--- src/rtl/semaforo_pkg.sv ---
// Shared types and constants for the traffic-light controller and its monitor.
package semaforo_pkg;

    typedef enum logic [2:0] {
        F_DIA0   = 3'd0,
        F_DIA1   = 3'd1,
        F_DIA2   = 3'd2,
        F_DIA3   = 3'd3,
        F_NOITE0 = 3'd4,
        F_NOITE1 = 3'd5,
        F_INV    = 3'd7
    } fase_t;

    // Required dwell, in clock cycles, for each day phase
    localparam logic [2:0] DWELL_DIA0 = 3'd4;
    localparam logic [2:0] DWELL_DIA1 = 3'd1;
    localparam logic [2:0] DWELL_DIA2 = 3'd3;
    localparam logic [2:0] DWELL_DIA3 = 3'd1;

    // Fault codes; lower-numbered checks are not necessarily higher priority
    localparam logic [2:0] ERR_NENHUM = 3'd0;
    localparam logic [2:0] ERR_VERDE  = 3'd1;
    localparam logic [2:0] ERR_PADRAO = 3'd2;
    localparam logic [2:0] ERR_ORDEM  = 3'd3;
    localparam logic [2:0] ERR_CURTO  = 3'd4;
    localparam logic [2:0] ERR_LONGO  = 3'd5;
    localparam logic [2:0] ERR_NOITE  = 3'd6;

    function automatic logic eh_dia(input fase_t f);
        return (f == F_DIA0) || (f == F_DIA1) || (f == F_DIA2) || (f == F_DIA3);
    endfunction

    function automatic logic eh_noite(input fase_t f);
        return (f == F_NOITE0) || (f == F_NOITE1);
    endfunction

    function automatic logic [2:0] dwell_req(input fase_t f);
        logic [2:0] r;
        r = '0;
        case (f)
            F_DIA0:  r = DWELL_DIA0;
            F_DIA1:  r = DWELL_DIA1;
            F_DIA2:  r = DWELL_DIA2;
            F_DIA3:  r = DWELL_DIA3;
            default: r = '0;
        endcase
        return r;
    endfunction

    function automatic fase_t prox_dia(input fase_t f);
        fase_t r;
        r = F_INV;
        case (f)
            F_DIA0:  r = F_DIA1;
            F_DIA1:  r = F_DIA2;
            F_DIA2:  r = F_DIA3;
            F_DIA3:  r = F_DIA0;
            default: r = F_INV;
        endcase
        return r;
    endfunction

endpackage

--- src/rtl/semaforo_decod.sv ---
// Combinational lamp-pattern decoder: six lamps in, phase out.
module semaforo_decod
    import semaforo_pkg::*;
(
    input  logic  verdeA,
    input  logic  amareloA,
    input  logic  vermelhoA,
    input  logic  verdeB,
    input  logic  amareloB,
    input  logic  vermelhoB,
    output fase_t fase
);

    logic [5:0] lamps;

    assign lamps = {vermelhoA, amareloA, verdeA, vermelhoB, amareloB, verdeB};

    // Map each legal {red,amber,green} A;B pattern to its phase
    always_comb begin
        fase = F_INV;
        case (lamps)
            6'b001_100: fase = F_DIA0;
            6'b010_100: fase = F_DIA1;
            6'b100_001: fase = F_DIA2;
            6'b100_010: fase = F_DIA3;
            6'b010_010: fase = F_NOITE0;
            6'b000_000: fase = F_NOITE1;
            default:    fase = F_INV;
        endcase
    end

endmodule

--- src/rtl/semaforo_monitor.sv ---
// Traffic-light monitor: decodes the lamps, checks phase order and dwell,
// latches the first fault and counts completed day cycles.
module semaforo_monitor
    import semaforo_pkg::*;
(
    input  logic       clk,
    input  logic       reset,
    input  logic       modo,
    input  logic       verdeA,
    input  logic       amareloA,
    input  logic       vermelhoA,
    input  logic       verdeB,
    input  logic       amareloB,
    input  logic       vermelhoB,
    output logic [2:0] fase,
    output logic       erro,
    output logic [2:0] cod_erro,
    output logic [7:0] ciclos
);

    // GRACA: checks off; SINC: accept whatever phase shows; ATIVO: full checking
    typedef enum logic [1:0] {
        CHK_GRACA,
        CHK_SINC,
        CHK_ATIVO
    } chk_t;

    fase_t      atual;
    fase_t      fase_q;
    chk_t       estado;
    logic       modo_q;
    logic [2:0] dwell;
    logic       parcial;
    logic       graca;
    logic       sinc;
    logic       troca;
    logic [2:0] cod_novo;
    logic       ciclo_ok;

    semaforo_decod u_decod (
        .verdeA    (verdeA),
        .amareloA  (amareloA),
        .vermelhoA (vermelhoA),
        .verdeB    (verdeB),
        .amareloB  (amareloB),
        .vermelhoB (vermelhoB),
        .fase      (atual)
    );

    assign graca    = (estado == CHK_GRACA) || (modo != modo_q);
    assign sinc     = (estado == CHK_SINC);
    assign troca    = (atual != fase_q);
    assign ciclo_ok = !graca && !sinc && (fase_q == F_DIA3) && (atual == F_DIA0)
                      && (cod_novo == ERR_NENHUM);
    assign fase     = fase_q;

    // Classify the current sample against the previous phase, highest priority first
    always_comb begin
        cod_novo = ERR_NENHUM;
        if (verdeA && verdeB)
            cod_novo = ERR_VERDE;
        else if ((atual == F_INV) || (eh_noite(atual) && !modo))
            cod_novo = ERR_PADRAO;
        else if ((eh_dia(atual) && modo) || (!parcial && !troca && eh_noite(atual)))
            cod_novo = ERR_NOITE;
        else if (!sinc && troca && eh_dia(fase_q) && eh_dia(atual)
                 && (atual != prox_dia(fase_q)))
            cod_novo = ERR_ORDEM;
        else if (!sinc && !parcial && troca && eh_dia(fase_q)
                 && (dwell < dwell_req(fase_q)))
            cod_novo = ERR_CURTO;
        else if (!parcial && !troca && eh_dia(atual) && (dwell >= dwell_req(atual)))
            cod_novo = ERR_LONGO;
    end

    // Phase register, dwell counter, sync FSM, fault latch and cycle counter
    always_ff @(posedge clk) begin
        if (reset) begin
            fase_q   <= F_INV;
            estado   <= CHK_GRACA;
            modo_q   <= modo;
            dwell    <= '0;
            parcial  <= 1'b0;
            erro     <= 1'b0;
            cod_erro <= '0;
            ciclos   <= '0;
        end else begin
            fase_q <= atual;
            modo_q <= modo;

            if (troca)
                dwell <= 3'd1;
            else if (dwell != '1)
                dwell <= dwell + 3'd1;

            // The phase in force around a grace/sync point may be partial, so
            // its dwell is not judged until the next real transition.
            if (graca) begin
                estado  <= CHK_SINC;
                parcial <= 1'b1;
            end else if (sinc) begin
                estado  <= CHK_ATIVO;
                parcial <= 1'b1;
            end else if (troca) begin
                parcial <= 1'b0;
            end

            if (!graca && !erro && (cod_novo != ERR_NENHUM)) begin
                erro     <= 1'b1;
                cod_erro <= cod_novo;
            end

            if (ciclo_ok && !erro && (ciclos != '1))
                ciclos <= ciclos + 8'd1;
        end
    end

endmodule

--- config.mk ---
export PLATFORM = sky130hd
export DESIGN_NAME = semaforo_monitor
export DESIGN_NICKNAME = d
export VERILOG_FILES = /design/src/rtl/semaforo_pkg.sv /design/src/rtl/semaforo_decod.sv /design/src/rtl/semaforo_monitor.sv
export SDC_FILE = /design/constraint.sdc
export NUM_CORES = 1
export LEC_CHECK = 0
export ABC_AREA = 1
export CAP_MARGIN = 0
export CORE_ASPECT_RATIO = 1.4
export CORE_UTILIZATION = 49
export CTS_BUF_LIST = sky130_fd_sc_hd__clkbuf_4 sky130_fd_sc_hd__clkbuf_8 sky130_fd_sc_hd__clkbuf_16
export CTS_CLUSTER_DIAMETER = 120
export CTS_CLUSTER_SIZE = 24
export DETAILED_ROUTE_END_ITERATION = 10
export GPL_TIMING_DRIVEN = 1
export MAX_ROUTING_LAYER = met4
export PLACE_DENSITY = 0.82
export SYNTH_ARGS = -nofsm -noshare
export SYNTH_HDL_FRONTEND = slang
export SYNTH_SLANG_ARGS = --single-unit
--- constraint.sdc ---
create_clock -name clk -period 2.15 [get_ports clk]
set_input_delay 0.215 -clock clk [delete_from_list [all_inputs] [get_ports clk]]
set_output_delay 0.215 -clock clk [all_outputs]
set_load 0.02 [all_outputs]
==> results.cfg, run 1 <==
[status]
violations = negative setup slack
run_status = complete, but fails checks

[yosys]
synth_area_leaders = dfxtp_1 (26%), nand2_1 (13%), inv_1 (11%)
synth_area_um2 = 1707
synth_cell_types = 31
yosysTopAreaCell = dfxtp_1
synth-seq-cells = 22
syn_nets = 280
syn_inst = 263
synth.avg_cell_area_um2 = 6.489
synth.top_cell.area_share = 0.2581
yosysSeqAreaShare = 0.2581
ys_warn_count = 0

[cts]
cts.sink_count = 22
cts_max_level = 1
cts_tree = yes
clockBufferDepth = 2
clock_latency_ps = 270
numCtsBuffers = 3
postCtsHoldBufs = 0
cts-root-buf = clkbuf_8
cts.clk_slew.worst_paths_ps = 80

[setup_path]
timing.rr.end = ciclos[2]
worstRegToRegCells = 17
worstPathMaxFanout = 7
path_class = input port to register
worstPathArrival_ps = 2400
cp-end-kind = register
crit_required_ps = 2350
reg2reg_from = fase[0]
start_kind = input port
reg2reg_slack_ps = 50

[min_path]
whs_endpoint = cod_erro[1]
hold_path_depth = 5
min-delay-start = verdeA
hp-class = input port to register

[power]
peakVddDrop_uv = 391.8
p_per_area_nw_per_um2 = 404.6
total_power_mw = 1.067
p_leak_nw = 1.214

[detailed_routing]
routedWlPerCell_um = 15.58
drcViolationCount = 0
routed_wl_um = 5810
ant_nets = 0
via_count = 2082
firstDrtPassIters = 4
via_per_inst = 5.582
drt_iter0_markers = 117

[finish]
final_nets = 351
final_util = 0.7880
layout-drive-gt1-share = 0.3994
nFillCells = 201
syn2layout_area_growth_pct = 54.55
num_antenna_cells = 0

[grt]
grt_use_total = 0.2814
grt_max_degree = 14
antenna_found_initial = 0
grt_pass1_wl_um = 7762
grt-ovfl-total = 0
grt_pass1_vias = 1910

[timing]
max_freq_mhz = 454.1
drv_slew = 0
rsz0062_at_grt = yes
worst_slew_pin_slew_ps = 433.2
setup_viol = 7
fin_ws_ps = -52.22
skew_ps = 7.119
final_hold_viol_count = 0
min_period_ps = 2202
slew_headroom = 0.7109
fin_crit_sh = 1.024

[floorplan]
die-area_um2 = 3726
fp.dieW_um = 51.88
core_um2 = 3347
initial_core_util = 0.5099
rows = 25
pin_count = 24
die_h_um = 71.83

[job]
max_cap_violations = 0

[placed_design]
port_buffers = 23
gp_congestion = 0.8943
dp_hpwl_um = 3497
==> what timing repair did <==
action                                  4_1_cts  5_1_grt
pin swaps                                    19       43
gates resized for setup                      39       70
setup buffers                                 6        5
endpoints found under the hold margin         0        0
endpoints found under the setup margin       12       12
==> registers in the layout, summed over array words and instances, names as in the netlist <==
| register | cells |
|---|---|
| parcial | 1 |
| erro | 1 |
| estado | 2 |
| fase | 3 |
| dwell | 3 |
| modo_q | 1 |
| ciclos | 8 |
| cod_erro | 3 |
==> worst max path at each step <==
stage,start,to,slack [ps],cells after the start
floorplan,fase[2],cod_erro[0],70,15
global placement,verdeB,ciclos[0],-630,18
detailed placement,verdeB,ciclos[2],-710,18
CTS,amareloB,ciclos[2],-3,18
global route,verdeA,ciclos[2],-230,20
finish,verdeA,ciclos[2],-50,20
==> power by group <==
group | switching (mW) | internal, mW
clock | 0.138 | 0.163
sequential | 0.0194 | 0.427
combinational | 0.181 | 0.138
total | 0.339 | 0.728
==> cell usage after synthesis <==
cell       n
nand2_1   59
inv_1     48
nor2_1    25
dfxtp_1   22
nand3_1   21
nand4_1   16
ha_1       8
nand2_2    8
nor2_2     7
o21ai_0    6
a21oi_1    5
a21oi_2    4
inv_2      4
nand3_2    3
nor3_1     3
nor4_1     3
xnor2_1    3
mux2i_1    2
nand2_4    2
nand4_2    2
o21ai_1    2
a21boi_0   1
buf_1      1
clkbuf_1   1
nand3b_1   1
nand4_4    1
nor2_4     1
nor2_8     1
o21ai_2    1
o22ai_1    1
xor2_1     1
==> metrics by stage <==
step | area, um^2 | hold slack, ps | cells | setup WS, ps | TNS [ps]
after floorplan | 1707 | 242.7 | 263 | 71.41 | 0
after global placement | 2235 | 453.8 | 358 | -627.2 | -7145
after detailed placement | 2235 | 466.4 | 358 | -711.6 | -8103
after CTS | 2450 | 481.2 | 368 | -2.956 | -2.956
after global routing | 2638 | 452.4 | 373 | -227.8 | -2069
final | 2638 | 420.5 | 373 | -52.22 | -234.4
==> routing by layer <==
| metal | vias up | routed length, um | global-route usage |
|---|---|---|---|
| met1 | 957 | 2085 | 0.2683 |
| li1 | 987 | - | - |
| met2 | 96 | 3097 | 0.5271 |
| met5 | - | 0 | - |
| met4 | 0 | 392 | 0.1532 |
| met3 | 42 | 234 | 0.02760 |
==> critical path, cell delays in order <==
cell	delay [ps]
buf_6	100
inv_2	50
buf_4	120
nand3_1	110
nand2_1	100
nand2_2	130
nand4_4	150
nand2_2	120
nand2_2	70
nand2_4	100
nand4_1	200
nand2_1	130
inv_2	80
nand2_4	110
nand2_4	80
nor2_8	160
nand4_4	160
nand2_2	90
inv_1	40
nor2_1	80
==> placed cells by master, fill, tap and decap left out, drive strengths merged, types with 8 or more instances in the layout <==
cell / n
nand2: 69
inv: 52
buf: 50
nor2: 34
nand3: 24
dfxtp: 22
nand4: 19
clkdlybuf4s50: 17
a21oi: 9
o21ai: 9
ha: 8
==> layout make-up <==
| type | instances | area, um^2 | share of cell area |
|---|---|---|---|
| Clock buffer | 4 | 55.05 | 0.02087 |
| Inverter | 52 | 200.2 | 0.07590 |
| Timing Repair Buffer | 68 | 576.8 | 0.2187 |
| Tap cell | 40 | 50.05 | 0.01898 |
| Sequential cell | 22 | 445.4 | 0.1689 |
| Multi-Input combinational cell | 187 | 1310 | 0.4967 |
==> cell families (layout without fill, tap and decap cells) <==
logic type / count (synthesis) / after routing / synth area share
AND/OR/NAND/NOR: 153 / 153 / 0.4604
multiplexers: 2 / 2 / 0.01173
XOR/XNOR: 4 / 4 / 0.02053
adder cells (fa/ha/maj): 8 / 8 / 0.05865
buffers and inverters: 54 / 124 / 0.1188
flip-flops: 22 / 22 / 0.2581
AO/OA/AOI/OAI: 20 / 20 / 0.07185
Power figures use the tool's default switching activity.
==> run 2: changes to the inputs <==
--- a/config.mk
+++ b/config.mk
@@ -7,13 +7,13 @@
 export LEC_CHECK = 0
 export ABC_AREA = 1
 export CAP_MARGIN = 0
-export CORE_ASPECT_RATIO = 1.4
+export CORE_ASPECT_RATIO = 1.25
 export CORE_UTILIZATION = 49
 export CTS_BUF_LIST = sky130_fd_sc_hd__clkbuf_4 sky130_fd_sc_hd__clkbuf_8 sky130_fd_sc_hd__clkbuf_16
 export CTS_CLUSTER_DIAMETER = 120
 export CTS_CLUSTER_SIZE = 24
 export DETAILED_ROUTE_END_ITERATION = 10
-export GPL_TIMING_DRIVEN = 1
+export GPL_TIMING_DRIVEN = 0
 export MAX_ROUTING_LAYER = met4
 export PLACE_DENSITY = 0.82
 export SYNTH_ARGS = -nofsm -noshare
==> run 2 against run 1 <==
  * Largest cell class unchanged
  * The run still ends with negative setup slack left
  * Sequential power about the same
  * First-iteration DRC count decreased by 32%
  * Setup slack improved by 9.7 ps
  * Hold slack got worse by 75 ps
==> results.cfg, run 2 (synthesis results as in run 1) <==
[cts]
cts_tree = yes
clock_latency_ps = 260
cts-root-buf = clkbuf_8
cts.sink_count = 22
cts_max_level = 1
numCtsBuffers = 3
clockBufferDepth = 2
cts.clk_slew.worst_paths_ps = 80

[min_path]
hold_path_depth = 4
whs_endpoint = cod_erro[1]
min-delay-start = verdeA
hp-class = input port to register

[power]
internal-power_uw = 659.1
p_seq_frac = 0.457
p_per_area_nw_per_um2 = 406.5
p_sw_uw = 316.3
total_power_uw = 975.4
p_leak_nw = 1.063
swShare = 0.3243
comb_power_share = 0.281
pwr-share-clk = 0.262
peakVddDrop_uv = 304.4

[status]
run_status = complete, but fails checks
violations = negative setup slack

[timing]
worst_slew_pin_slew_ps = 749.7
slew_headroom = 0.4960
min_period_ps = 2193
fin_crit_sh = 1.020
setup_viol = 8
rsz0062_at_grt = yes
drv_slew = 0
final_hold_viol_count = 0
tns_ps = -104.5
max_freq_mhz = 456.1
hold_ws_ps = 345.1
fin_ws_ps = -42.54
skew_ps = 2.254

[setup_path]
worstPathArrival_ps = 2350
cp-end-kind = register
start_kind = input port
crit_chain = buf_4, inv_1, nand2_1, nand2_1, nand2_8, nand4_4, nand3_1, nand2_1, nor2_2, nand4_1, nand2_1, inv_2, nand2_4, nand3_2, nor2_4, nand4_1, nand2_1, nor2_1
reg2reg_slack_ps = 60
slowest_stage = nor2_4
path_class = input port to register
cpMostUsedCell = nand2_1
timing.rr.end = ciclos[5]
reg2reg_from = fase[1]
critPathMaxStageDelay_ps = 200
crit_required_ps = 2310
worstPathMaxFanout = 8
worstRegToRegCells = 13

[grt]
grt_pass1_wl_um = 6396
grt_pass1_vias = 1554
antenna_found_initial = 0
grt_max_degree = 12
grt_use_total = 0.2376
grt-ovfl-total = 0

[detailed_routing]
via_count = 1897
drt_iter0_markers = 80
via_per_inst = 5.596
drcViolationCount = 0
routed_wl_um = 4976
firstDrtPassIters = 5
routedWlPerCell_um = 14.68
ant_nets = 0

[finish]
num_antenna_cells = 0
layout-drive-gt1-share = 0.3411
final_nets = 321
area.sequential_um2 = 447.9
largest_reg_flops = 8
multiInputGateArea_um2 = 1330
regMostFlops = ciclos
mostFrequentLayoutCells = nand2_1 (47), inv_1 (40), nor2_1 (21), dfxtp_1 (18)
final_common_cell = nand2_1
nFillCells = 224
syn2layout_area_growth_pct = 40.62

[floorplan]
rows = 23
core_um2 = 3252
pin_count = 24
initial_core_util = 0.5248
die_h_um = 67.98
fp.dieW_um = 54.79
die-area_um2 = 3724

[placed_design]
gp_congestion = 0.8256
dp_hpwl_um = 2925
port_buffers = 22

[job]
max_cap_violations = 0
[run 2: area by class of cell]
type | count | share of cell area
Timing Repair Buffer | 36 | 0.1361
Clock buffer | 3 | 0.01721
Sequential cell | 22 | 0.1867
Inverter | 52 | 0.08342
Multi-Input combinational cell | 187 | 0.5542
Buffer | 2 | 0.003128
Tap cell | 37 | 0.01929
[run 2: timing repair]
action | 4_1_cts | 5_1_grt
setup buffers | 6 | 8
pin swaps | 20 | 36
gates resized for setup | 51 | 60
setup endpoints to repair | 12 | 12
hold buffers | 0 | 0
[run 2: through the flow]
stage | utilization | instance area, um^2 | instances | setup WS, ps
6_report | 0.7380 | 2400 | 339 | -42.54
5_1_grt | 0.7380 | 2400 | 339 | -213.4
4_1_cts | 0.6533 | 2125 | 331 | 4.040
3_5_place_dp | 0.6068 | 1973 | 322 | -908.9
3_3_place_gp | 0.6068 | 1973 | 322 | -859.1
2_1_floorplan | - | 1707 | 263 | 71.41
[run 2: routing by layer]
layer / wire, um / GRT usage / share of wire / up-vias
li1: - / - / - / 927
met1: 1826 / 0.2587 / 0.37 / 899
met2: 2872 / 0.4352 / 0.58 / 57
met3: 182 / 0.03333 / 0.037 / 14
met4: 95 / 0.06090 / 0.019 / 0
met5: 0 / - / 0 / -
[run 2: power by group through the flow]
stage | Combinational [mW] | Clock (mW) | Sequential [mW]
2_1_floorplan | 0.133 | 0 | 0.457
5_1_grt | 0.296 | 0.274 | 0.447
6_report | 0.274 | 0.255 | 0.446
3_5_place_dp | 0.200 | 0 | 0.452
4_1_cts | 0.215 | 0.263 | 0.443
3_3_place_gp | 0.194 | 0 | 0.452
[run 2: how the worst max path moves through the flow]
stage | cells past startpoint | endpoint | startpoint | slack [ps]
after CTS | 15 | cod_erro[1] | dwell[0] | 4
after global placement | 17 | ciclos[5] | verdeA | -860
after floorplan | 15 | cod_erro[0] | fase[2] | 70
after global routing | 19 | ciclos[3] | verdeB | -210
after detailed placement | 17 | ciclos[5] | verdeA | -910
final | 18 | ciclos[5] | verdeB | -40
[run 2: critical path, delay by kind of cell]
kind	cells	cell delay, ps
and+or+nand+nor	15	1820
buffers and inverters	3	290
